### config.mk
export PLATFORM = sky130hd
export DESIGN_NAME = pnr_pulse_gen
export DESIGN_NICKNAME = d
export VERILOG_FILES = /design/src/rtl/pnr_pkg.sv /design/src/rtl/pnr_level_calc.sv /design/src/rtl/pnr_pulse_gen.sv
export SDC_FILE = /design/constraint.sdc
export NUM_CORES = 1
export LEC_CHECK = 0
export ABC_CLOCK_PERIOD_IN_PS = 8800
export BUFFER_PORTS_ARGS = -buffer_cell sky130_fd_sc_hd__buf_2
export CAP_MARGIN = 20
export CORE_MARGIN = 10
export CORE_UTILIZATION = 65
export CTS_CLUSTER_DIAMETER = 40
export DETAILED_ROUTE_END_ITERATION = 10
export GPL_ROUTABILITY_DRIVEN = 1
export PLACE_DENSITY = 0.95
export SYNTH_ARGS = -nofsm -noshare
export SYNTH_HDL_FRONTEND = slang
export SYNTH_HIERARCHICAL = 1
export SYNTH_SLANG_ARGS = --single-unit
### constraint.sdc
create_clock -name ADC_CLK -period 8.8 [get_ports ADC_CLK]
set_input_delay 0.88 -clock ADC_CLK [delete_from_list [all_inputs] [get_ports ADC_CLK]]
set_output_delay 0.88 -clock ADC_CLK [all_outputs]
set_load 0.03 [all_outputs]
### src/rtl/pnr_pkg.sv
// Shared constants, FSM state type and a signed saturation helper for the
// PNR synthetic pulse generator.
package pnr_pkg;

  localparam int PNR_DW = 14;
  localparam int PNR_CW = 32;

  typedef enum logic {
    ST_IDLE = 1'b0,
    ST_RUN  = 1'b1
  } pnr_state_e;

  // Clamp a signed value into the range of a w-bit two's complement number.
  function automatic logic signed [63:0] saturate(input logic signed [63:0] x,
                                                  input int unsigned        w);
    logic signed [63:0] max_v;
    logic signed [63:0] min_v;
    max_v = (64'sd1 <<< (w - 1)) - 64'sd1;
    min_v = -max_v - 64'sd1;
    if (x > max_v) begin
      return max_v;
    end else if (x < min_v) begin
      return min_v;
    end
    return x;
  endfunction

endpackage

### src/rtl/pnr_level_calc.sv
// PNR pulse amplitude: baseline + photon_num * photon_step, computed with
// five guard bits and saturated back to the DAC sample width.
module pnr_level_calc
  import pnr_pkg::*;
#(
  parameter int DW = PNR_DW
) (
  input  logic signed [DW-1:0] baseline_i,
  input  logic signed [DW-1:0] step_i,
  input  logic        [3:0]    num_i,
  output logic signed [DW-1:0] level_o
);

  localparam int XW = DW + 5;

  logic signed [XW-1:0] base_x;
  logic signed [XW-1:0] step_x;
  logic signed [XW-1:0] num_x;
  logic signed [XW-1:0] prod_x;
  logic signed [XW-1:0] sum_x;

  // 15 * full-scale step plus baseline fits in DW+5 bits, so no wrap occurs
  // before the clamp.
  always_comb begin
    base_x  = {{5{baseline_i[DW-1]}}, baseline_i};
    step_x  = {{5{step_i[DW-1]}}, step_i};
    num_x   = {{(XW-4){1'b0}}, num_i};
    prod_x  = num_x * step_x;
    sum_x   = base_x + prod_x;
    level_o = DW'(saturate(64'(sum_x), DW));
  end

endmodule

### src/rtl/pnr_pulse_gen.sv
// Synthetic trigger + photon-number-resolved pulse generator on the ADC clock.
// Frames of L cycles, config latched at frame accept, all outputs registered.
module pnr_pulse_gen
  import pnr_pkg::*;
#(
  parameter int DW = PNR_DW,
  parameter int CW = PNR_CW
) (
  input  logic                 ADC_CLK,
  input  logic                 rstn_i,
  input  logic                 enable_i,
  input  logic                 single_i,
  input  logic        [CW-1:0] period_i,
  input  logic        [CW-1:0] trig_width_i,
  input  logic signed [DW-1:0] trig_high_i,
  input  logic signed [DW-1:0] trig_low_i,
  input  logic        [CW-1:0] pnr_delay_i,
  input  logic        [CW-1:0] pnr_width_i,
  input  logic        [3:0]    photon_num_i,
  input  logic signed [DW-1:0] photon_step_i,
  input  logic signed [DW-1:0] baseline_i,
  output logic signed [DW-1:0] trig_dac_o,
  output logic signed [DW-1:0] pnr_dac_o,
  output logic                 frame_start_o,
  output logic                 busy_o,
  output logic        [CW-1:0] frame_cnt_o
);

  localparam logic [CW:0]   F_ONE   = (CW+1)'(1);
  localparam logic [CW-1:0] CNT_ONE = CW'(1);

  pnr_state_e state_q;
  logic [CW:0] f_q;

  // Latched frame configuration.
  logic        [CW:0]   len_q;
  logic        [CW-1:0] tw_q;
  logic signed [DW-1:0] th_q;
  logic signed [DW-1:0] tl_q;
  logic        [CW-1:0] pd_q;
  logic        [CW:0]   pend_q;
  logic signed [DW-1:0] lvl_q;
  logic signed [DW-1:0] base_q;

  logic signed [DW-1:0] trig_q;
  logic signed [DW-1:0] pnr_q;
  logic                 fs_q;
  logic                 busy_q;
  logic        [CW-1:0] cnt_q;

  logic signed [DW-1:0] level_d;
  logic        [CW:0]   pend_d;
  logic        [CW:0]   len_d;
  logic                 last_d;
  logic                 accept_d;
  logic                 in_trig_d;
  logic                 in_pnr_d;

  pnr_level_calc #(.DW(DW)) u_level (
    .baseline_i (baseline_i),
    .step_i     (photon_step_i),
    .num_i      (photon_num_i),
    .level_o    (level_d)
  );

  // Frame length and window ends carry one extra bit so delay+width and the
  // cycle index never wrap.
  always_comb begin
    pend_d = {1'b0, pnr_delay_i} + {1'b0, pnr_width_i};
    len_d  = {1'b0, period_i};
    if ({1'b0, trig_width_i} > len_d) begin
      len_d = {1'b0, trig_width_i};
    end
    if (pend_d > len_d) begin
      len_d = pend_d;
    end
    if (len_d == '0) begin
      len_d = F_ONE;
    end
    last_d    = (f_q == len_q - F_ONE);
    accept_d  = (state_q == ST_IDLE) ? (enable_i | single_i) : (last_d & enable_i);
    in_trig_d = (f_q < {1'b0, tw_q});
    in_pnr_d  = (f_q >= {1'b0, pd_q}) && (f_q < pend_q);
  end

  always_ff @(posedge ADC_CLK or negedge rstn_i) begin
    if (!rstn_i) begin
      state_q <= ST_IDLE;
      f_q     <= '0;
      len_q   <= F_ONE;
      tw_q    <= '0;
      th_q    <= '0;
      tl_q    <= '0;
      pd_q    <= '0;
      pend_q  <= '0;
      lvl_q   <= '0;
      base_q  <= '0;
      trig_q  <= '0;
      pnr_q   <= '0;
      fs_q    <= 1'b0;
      busy_q  <= 1'b0;
      cnt_q   <= '0;
    end else begin
      if (accept_d) begin
        len_q  <= len_d;
        tw_q   <= trig_width_i;
        th_q   <= trig_high_i;
        tl_q   <= trig_low_i;
        pd_q   <= pnr_delay_i;
        pend_q <= pend_d;
        lvl_q  <= level_d;
        base_q <= baseline_i;
      end

      case (state_q)
        ST_IDLE: begin
          f_q <= '0;
          if (accept_d) begin
            state_q <= ST_RUN;
          end
        end
        ST_RUN: begin
          if (last_d) begin
            f_q <= '0;
            if (!enable_i) begin
              state_q <= ST_IDLE;
            end
          end else begin
            f_q <= f_q + F_ONE;
          end
        end
        default: state_q <= ST_IDLE;
      endcase

      // Outputs lag the cycle index by one register stage.
      if (state_q == ST_RUN) begin
        trig_q <= in_trig_d ? th_q : tl_q;
        pnr_q  <= in_pnr_d ? lvl_q : base_q;
        fs_q   <= (f_q == '0);
        busy_q <= 1'b1;
        if (f_q == '0) begin
          cnt_q <= cnt_q + CNT_ONE;
        end
      end else begin
        trig_q <= trig_low_i;
        pnr_q  <= baseline_i;
        fs_q   <= 1'b0;
        busy_q <= 1'b0;
      end
    end
  end

  assign trig_dac_o    = trig_q;
  assign pnr_dac_o     = pnr_q;
  assign frame_start_o = fs_q;
  assign busy_o        = busy_q;
  assign frame_cnt_o   = cnt_q;

endmodule

## Yosys cells after proc, flatten, opt, wreduce, memory -nomap -nowiden

Cells that the tools add are included.

| word-level totals | value |
|---|---|
| flip-flop bits (word level) | 282 |
| input port bits | 192 |
| output and inout port bits | 62 |
| logic and storage cells | 57 |

| operators by class | value |
|---|---|
| add/subtract/negate cells | 5 |
| multiply operators | 1 |
| $lt $le $gt $ge | 7 |
| eq/ne operators | 1 |
| muxes and demuxes | 21 |
| bitwise logic cells | 3 |
| reductions and logical operators | 4 |

Operator list:

| cell | number |
|---|---|
| two-way mux 33 bit | 3 |
| two-way mux 14 bit | 7 |
| zero test 33 bit | 2 |
| one-hot mux 33 bit (2 select lines) | 1 |
| adder 32 x 32 -> 33 bit | 1 |
| adder 33 x 1 -> 33 bit, second input constant | 1 |
| equality test 33 bit | 1 |
| greater-or-equal comparator 33 x 32 -> 1 bit | 1 |
| greater-than comparator 33 bit | 1 |
| < comparator 33 x 32 -> 1 bit | 1 |
| < comparator 33 bit | 1 |
| subtractor 33 x 1 -> 33 bit, second input constant | 1 |
| adder 32 x 1 -> 32 bit, second input constant | 1 |
| greater-than comparator 32 bit | 1 |
| two-way mux 32 bit | 1 |
| adder 14 x 19 -> 19 bit | 1 |
| greater-than comparator 19 x 14 -> 1 bit, second input constant | 1 |
| < comparator 19 x 14 -> 1 bit, second input constant | 1 |
| multiplier 5 x 14 -> 19 bit | 1 |
| two-way mux 1 bit | 8 |
| one-hot mux 1 bit (2 select lines) | 1 |
| AND reduction 2 bit | 1 |
| bitwise AND 1 bit | 1 |
| logical AND 1 bit | 1 |
| 2 further kinds | 2 |

## Longest topological paths before layout

Gate-level depths: netlist (run 1).

| logic depth | value |
|---|---|
| depth after elaboration | 6 |
| depth in mapped cells | 24 |
| gate-level depth less buffers | 22 |

## By module

The synthesis (run 1) kept the hierarchy.

Modules (own cells, without submodules):

| module | instances | cells each | area each (um^2) | seq. area each (um^2) |
|---|---|---|---|---|
| pnr_pulse_gen | 1 | 2043 | 18681.7 | 7058.0 |
| pnr_level_calc | 1 | 325 | 2675.1 | 0.0 |

## Worst setup path before layout (run 1)

No wires, ideal clock.

| timing path | value |
|---|---|
| kind | input port to flip-flop |
| from | input port period_i[14] |
| to | register len_q[0] |
| setup time | 0.091 ns |
| arrival | 6.163 ns |
| required time | 8.709 ns |
| path slack | 2.546 ns |
| cell stages on the path | 22 |
| buffers on the path | 3 |
| cell sequence | inv_1 > ha_1 > a21oi_1 > nand2_1 > a221o_1 > or3_1 > a22oi_1 > clkbuf_1 > buf_2 > buf_2 > mux2i_1 > ha_1 > nand3_1 > nor4_1 > nor3b_1 > a211oi_1 > o21ai_2 > nand4b_1 > nor4_1 > o211ai_1 > or4_1 > o31ai_1 |

| on the way | value |
|---|---|
| cells in the longest elaborated chain, start to end | 6 |

RTL lines:

| what | RTL line | text |
|---|---|---|
| start, declared | pnr_pulse_gen.sv:13 | `input logic [CW-1:0] period_i,` |
| greater-than comparator 32 bit | pnr_pulse_gen.sv:71 | `if ({1'b0, trig_width_i} > len_d) begin` |
| two-way mux 32 bit * | pnr_pulse_gen.sv:71 |  |
| greater-than comparator 33 bit | pnr_pulse_gen.sv:74 | `if (pend_d > len_d) begin` |
| two-way mux 33 bit * | pnr_pulse_gen.sv:74 |  |
| zero test 33 bit | pnr_pulse_gen.sv:77 | `if (len_d == '0) begin` |
| two-way mux 33 bit * | pnr_pulse_gen.sv:77 |  |
| end signal, assigned | pnr_pulse_gen.sv:105 | `len_q <= len_d;` |
| end, declared | pnr_pulse_gen.sv:36 | `logic [CW:0] len_q;` |

Mark *: on every way between the ends. The rest lies on a longest branch, timed or not.
A chain may end at the register's enable or synchronous reset.

## Worst setup path in the final report (run 1)

Ends and elaborated chain as after synthesis.

==> impl_results.md, run 1 <==
* Outcome: complete, no violations
* PortBufs at 253
* Clock power share at 37.6%
* # setup viols final at 0
* Worst slew pin tran at 1.10 ns
* Placed instance count at 3,007
* Synth Area in Simple Gates at 15.5%
* Cell Pwr Density at 210 nW/um^2
* Setup TNS at 0 ns
* Drt drc at 0
* Routed Antenna Nets at 0
* Largest family of logic cells by synthesized area: adder cells
* Initial antenna violation count at 3
* Fin util at 76.8%
* Drt total wl at 66,800 um
* Max Slew Vio Count at 0
* Gate power share at 32.3%
* First-pass GRT wire length at 105,000 um
* Max-cap viol count at 0
* GRT Util Overall at 31.7%
* Synth Area in Compound Gates at 14.6%
* Sw Ratio at 36.3%
* Post-synthesis area per instance at 9.02 um^2
* Largest net degree at the start of global routing at 150
* Mux share of post-synthesis cell area at 7.15%
* CTS tree: yes
* Synthesis-to-finish area growth at 16.7%
* Worst r2r src: len_q[4]
* Leak at 12.6 nW
* Synth Area in XOR/XNOR at 5.99%
* FF+latch count, synth at 282
* VDD IR-drop max at 0.202 mV
* Initial drt markers at 1,823
* Largest cells by area after synthesis: dfrtp_1, ha_1, inv_1, fa_1, mux2_2
* Pre-CTS setup slack at 1.40 ns
* Post-DP HPWL at 49,900 um
* Die X-Extent at 201 um
* Die Y at 201 um
* Share of flip-flops with an asynchronous set or reset at 100%
* Most frequent cell after synthesis: dfrtp_1
* DR pass1 iterations at 8
* EDFF count, synth at 0
* Clk slew on worst S/H paths at 0.05 ns
* Worst endpoint required time at 9.26 ns
* Fin. Hold Viols at 0
* Max incr delay on CP at 0.88 ns
* Maximum clock frequency at 143 MHz
* Yosys warns at 6
* Total global routing overflow at 0
* Slowest stage cell, crit path: a22oi_2
* Critical path launch point type: input pin
* Drt wl/cell at 21.5 um
* Crit path kind: input pin to flop
* Sequential share of power at 30.0%
* Crit path DAT at 7.45 ns
* Internal power at 3.34 mW
* Total power at 5.24 mW
* Worst setup margin at 1.81 ns
* IO Pins at 254
* Main flop type after synthesis: dfrtp_1
* Post-synth top cells: dfrtp_1, inv_1, ha_1
* Tcrit/Tclk final at 79.4%
* # hold bufs at CTS at 0
* Die ar. at 40,500 um^2
* Syn Std Cell Area at 21,400 um^2
* Critical Path, Cell by Cell: buf_2, inv_1, ha_1, a21oi_1, nand2_1, a221o_1, or3_1, a22oi_2, buf_4, mux2i_1, ha_1, nand4_1, nor4_1, nor3b_1, a211oi_1, o21ai_4, nand4b_1, nor4_1, o211ai_1, or4_1, o31ai_1
* Worst-Skew Late Latency at 0.58 ns
* Post-synthesis adder-cell area fraction at 17.7%
* Final min period at 6.99 ns
* Clk buf depth at 3
* Total CTS buffers at 51
* Via-to-Cell Ratio at 6.24
* Routability cong. at 0.941
* CTS H-tree lvls at 2
* Hold Crit Class: input pin to async pin
* Postcts setup bufs at 0
* Clk root buf: clkbuf_16
* CP top delay family: simple AND/OR/NAND/NOR gates
* Max-slew headroom at 25.9%
* Finished Layout Cells at 3,110
* RSZ-0062 raised after global routing: no
* Initial core utilization at 65.8%
* Cell variety after synth at 85
* CP Buf/Inv Count at 3
* Net Switching at 1.90 mW
* Clock Sinks at 282
* Share of cells above drive strength 1 at 18.3%
* Via Count at 19,400
* Core area at 32,500 um^2
* R2R Setup Slk at 3.66 ns
* Post-CTS resize count at 0
* CP endpoint kind: flop
* RR Endpoint: len_q[11]
* Seq/Total Area, Yosys at 33.0%
* Post-synthesis instance total at 2,368
* Worst reg2reg path depth at 11
* Number of global-route vias before repair at 19,900
* Row Count at 66
* Final Skew at 0.0195 ns
* Top cell type's share of synthesized area at 32.9%
* CP Max Fanout at 26
* Post-Syn Nets at 2,836
* Area leader, netlist: dfrtp_1
* Nets at 3,091
==> layout make-up <==
type	count	area, um^2
Clock buffer	61	1350
Inverter	245	920
Antenna cell	2	5.00
Sequential cell	282	7060
Clock inverter	35	378
Tap cell	442	553
Fill cell	2140	7540
Timing Repair Buffer	284	1580
Multi-Input combinational cell	1759	13100
==> cells by family after synthesis <==
| logic type | after synthesis |
|---|---|
| fa+ha+maj | 276 |
| flops | 282 |
| buf+inv | 327 |
| xor+xnor | 146 |
| compound gates | 513 |
| simple gates | 681 |
| mux | 143 |
==> sequential cells by signal (all words and copies together), names as in the netlist <==
register       count
base_q            14
busy_o             1
f_q               33
frame_cnt_o       32
frame_start_o      1
len_q             33
lvl_q             14
pd_q              32
pend_q            33
pnr_dac_o         14
state_q            1
th_q              14
tl_q              14
trig_dac_o        14
tw_q              32
==> per-layer routing <==
metal / up-vias / part of all wire, % / GRT usage [%]
met5: - / 0.030 / 0
met4: 2 / 6.8 / 18.6
met3: 297 / 7.6 / 5.61
met2: 979 / 48 / 53.8
met1: 9357 / 38 / 37.2
li1: 8770 / - / -
==> cell usage in the layout (no fill, tap or decap), types with 55 or more instances in the layout <==
cell type / count
a21o_1: 55
a21oi_1: 157
buf_2: 252
dfrtp_1: 280
ha_1: 232
inv_1: 245
mux2_2: 77
mux2i_1: 66
nand2_1: 217
nor2_1: 164
o21ai_0: 168
xnor2_1: 76
xor2_1: 70
==> how the worst max path moves through the flow <==
stage	end	start	cells after the start	slack [ns]
global placement	len_q[0]	period_i[7]	21	1.76
detailed placement	len_q[0]	period_i[7]	21	1.40
global route	len_q[0]	pnr_delay_i[11]	22	1.49
finish	len_q[0]	period_i[14]	21	1.81
floorplan	len_q[0]	period_i[14]	22	2.55
CTS	len_q[0]	period_i[14]	21	1.99
==> through the flow <==
step	hold slack [ns]	instance area [um^2]
after floorplan	0.352	21400
after global placement	0.453	23100
after detailed placement	0.459	23100
after CTS	0.331	24800
after global routing	0.348	24900
final	0.288	24900
==> power groups by stage <==
stage / Combinational, mW / Sequential, mW / Clock [mW]
floorplan: 1.17 / 1.56 / 0
global placement: 1.56 / 1.58 / 0
detailed placement: 1.62 / 1.59 / 0
CTS: 1.66 / 1.57 / 1.99
global route: 1.85 / 1.59 / 2.05
finish: 1.70 / 1.58 / 1.97
Power figures use the tool's default switching activity.
==> inputs of run 2 (changes only) <==
- ABC_AREA: not set -> 1
- ABC_CLOCK_PERIOD_IN_PS: 8800 -> 5900
- CORE_UTILIZATION: 65 -> 55
- PLACE_DENSITY: 0.95 -> 0.88
- clock period: 8.8 -> 5.9 ns (I/O delays scaled with it)
==> impl_results.md, run 2 <==
* Main flop type after synthesis: dfrtp_1
* Syn Std Cell Area at 22,800 um^2 (+6.8%)
* Area leader, netlist: dfrtp_1
* Seq. cell area at 7060 um^2 (unchanged)
* Total CTS buffers at 50 (-2.0%)
* Final Skew at 0.0205 ns (+0.000988 ns)
* Drt total wl at 67,400 um (+0.95%)
* Crit path kind: input pin to flop
* Fin util at 64.2% (-13 points)
* Top cell type's share of synthesized area at 30.8% (-2.1 points)
* Maximum clock frequency at 198 MHz
* FF+latch count, synth at 282 (unchanged)
* Pre-CTS setup slack at 0.571 ns (-0.830 ns)
* Post-CTS resize count at 0 (unchanged)
* Placed instance count at 3,820 (+27%)
* Fin. Hold Viols at 0 (unchanged)
* Die ar. at 50,000 um^2 (+23%)
* First-pass GRT wire length at 108,000 um (+3.3%)
* Hold Crit Class: input pin to async pin
* Largest regs: f_q: 33 flops, len_q: 33 flops, pend_q: 33 flops
* Share of cells above drive strength 1 at 13.5% (-4.9 points)
* Clk root buf: clkbuf_16
* DR pass1 iterations at 6 (-2)
* Most common cell after layout, fill and taps aside: nand2_1
* Most frequent cells in the layout: nand2_1, inv_1, dfrtp_1
* Hold_ws at 0.0346 ns (-0.254 ns)
* Post-synthesis area per instance at 7.37 um^2 (-18%)
* Cell variety after synth at 57 (-33%)
* Slowest stage cell, crit path: nand4_1
* Setup TNS at 0 ns (unchanged)
* Via-to-Cell Ratio at 5.52 (-12%)
* Post-DP HPWL at 52,700 um (+5.6%)
* Core area at 40,900 um^2 (+26%)
* Clk buf depth at 3 (unchanged)
* CP Buf/Inv Count at 6 (+3)
* Synthesis-to-finish area growth at 15.1%
* Largest family of logic cells by synthesized area: simple AND/OR/NAND/NOR gates
* Row Count at 74 (+12%)
* Yosys warns at 6 (unchanged)
* Post-synthesis instance total at 3,096 (+31%)
* CTS tree: yes
* # hold bufs at CTS at 0 (unchanged)
* FILL cells at 3,544 (+66%)
* Cell Pwr Density at 263 nW/um^2 (+25%)
* IO Pins at 254 (unchanged)
* Crit path DAT at 5.55 ns (-1.90 ns)
* Worst r2r src: len_q[0]
* Final min period at 5.05 ns
* Worst setup margin at 0.851 ns (-0.962 ns)
* Clock Sinks at 282 (unchanged)
* Max Slew Vio Count at 0 (unchanged)
* # setup viols final at 0 (unchanged)
* Routability cong. at 1.01 (+7.5%)
* Die Y at 224 um (+11%)
* Worst endpoint required time at 6.41 ns (-2.85 ns)
* RSZ-0062 raised after global routing: no
* Multi-input gate area at 13,300 um^2 (+2.0%)
* CP top delay family: simple AND/OR/NAND/NOR gates
* Critical path launch point type: input pin
* CTS H-tree lvls at 2 (unchanged)
* Synth Area in Simple Gates at 25.0% (+9.5 points)
* Initial antenna violation count at 1 (-2)
* Total global routing overflow at 0 (unchanged)
* Die X-Extent at 224 um (+11%)
* Drt drc at 0 (unchanged)
* Tcrit/Tclk final at 85.6%
* GRT Util Overall at 26.3% (-5.4 points)
* R2R Setup Slk at 1.50 ns (-2.16 ns)
* Post-synth top cells: nand2_1, inv_1, dfrtp_1
* Synth Area in Compound Gates at 11.4% (-3.2 points)
* Max incr delay on CP at 0.42 ns (-0.46 ns)
* Finished Layout Cells at 3,915 (+26%)
* RR Endpoint: th_q[7]
* Mux share of post-synthesis cell area at 0% (-7.2 points)
* CP Max Fanout at 36 (+38%)
* Post-DP Area at 24,500 um^2 (+6.0%)
* PortBufs at 253 (unchanged)
* Initial drt markers at 2,158 (+18%)
* Routed Antenna Nets at 0 (unchanged)
* Synth Area in XOR/XNOR at 5.30% (-0.69 points)
* Most frequent cell after synthesis: nand2_1
* Worst slew pin tran at 1.18 ns (+0.0770 ns)
* EDFF count, synth at 0 (unchanged)
* Clk slew on worst S/H paths at 0.05 ns (about the same)
* Largest net degree at the start of global routing at 126 (-16%)
* Number of global-route vias before repair at 21,100 (+6.0%)
* Via Count at 21,600 (+11%)
* Share of flip-flops with an asynchronous set or reset at 100% (unchanged)
* Postcts setup bufs at 0 (unchanged)
* Outcome: complete, no violations
* Design Area, Final at 26,300 um^2 (+5.4%)
* CP endpoint kind: flop
* Seq/Total Area, Yosys at 30.9% (-2.1 points)
* Worst-Skew Late Latency at 0.59 ns (about the same)
* Post-synthesis adder-cell area fraction at 16.6% (-1.1 points)
* Largest cells by area after synthesis: dfrtp_1, nand2_1, ha_1, inv_1, xor2_1
* Post-Syn Nets at 3,564 (+26%)
* Max-cap viol count at 0 (unchanged)
* Drt wl/cell at 17.2 um (-20%)
* Worst path most repeated cell: nand2_1
* Max-slew headroom at 20.4% (-5.6 points)
* Leak at 14.8 nW (+17%)
* Initial core utilization at 55.7% (-10 points)
* Worst reg2reg path depth at 19 (+8)
* Total power at 6.92 mW (+32%)
* VDD IR-drop max at 0.206 mV (+2.0%)
* Nets at 3,808 (+23%)
## run 2: power by group
group / internal (mW) / switching, mW
registers: 1.94 / 0
clock network: 1.96 / 1.11
logic: 0.649 / 1.26
## run 2: logic make-up after synthesis
group,after synthesis
simple gates,1329
buf+inv,601
compound gates,470
fa+ha+maj,276
flops,282
xor+xnor,138
## run 2: worst max path at each step
| stage | slack [ns] | end | from | depth (start not counted) |
|---|---|---|---|---|
| global placement | 0.65 | len_q[0] | period_i[23] | 32 |
| global route | 0.52 | len_q[0] | period_i[23] | 35 |
| finish | 0.85 | len_q[0] | period_i[31] | 33 |
| CTS | 1.14 | len_q[0] | period_i[23] | 33 |
| detailed placement | 0.57 | len_q[0] | period_i[23] | 33 |
| floorplan | 1.68 | lvl_q[10] | photon_num_i[1] | 23 |
## run 2: layout make-up
class,count,share of cell area [%]
multi-input combinational,2213,50.8
antenna,1,0.00953
timing repair buffer,276,5.56
tap,532,2.53
clock inverter,38,1.80
clock buffer,56,5.05
sequential,282,26.9
inverter,517,7.40
## run 2: layer usage
layer	part of all wire [%]	track usage, %
met5	0	0
met4	3.9	10.9
met3	8.3	4.71
met2	46	43.1
met1	41	33.7
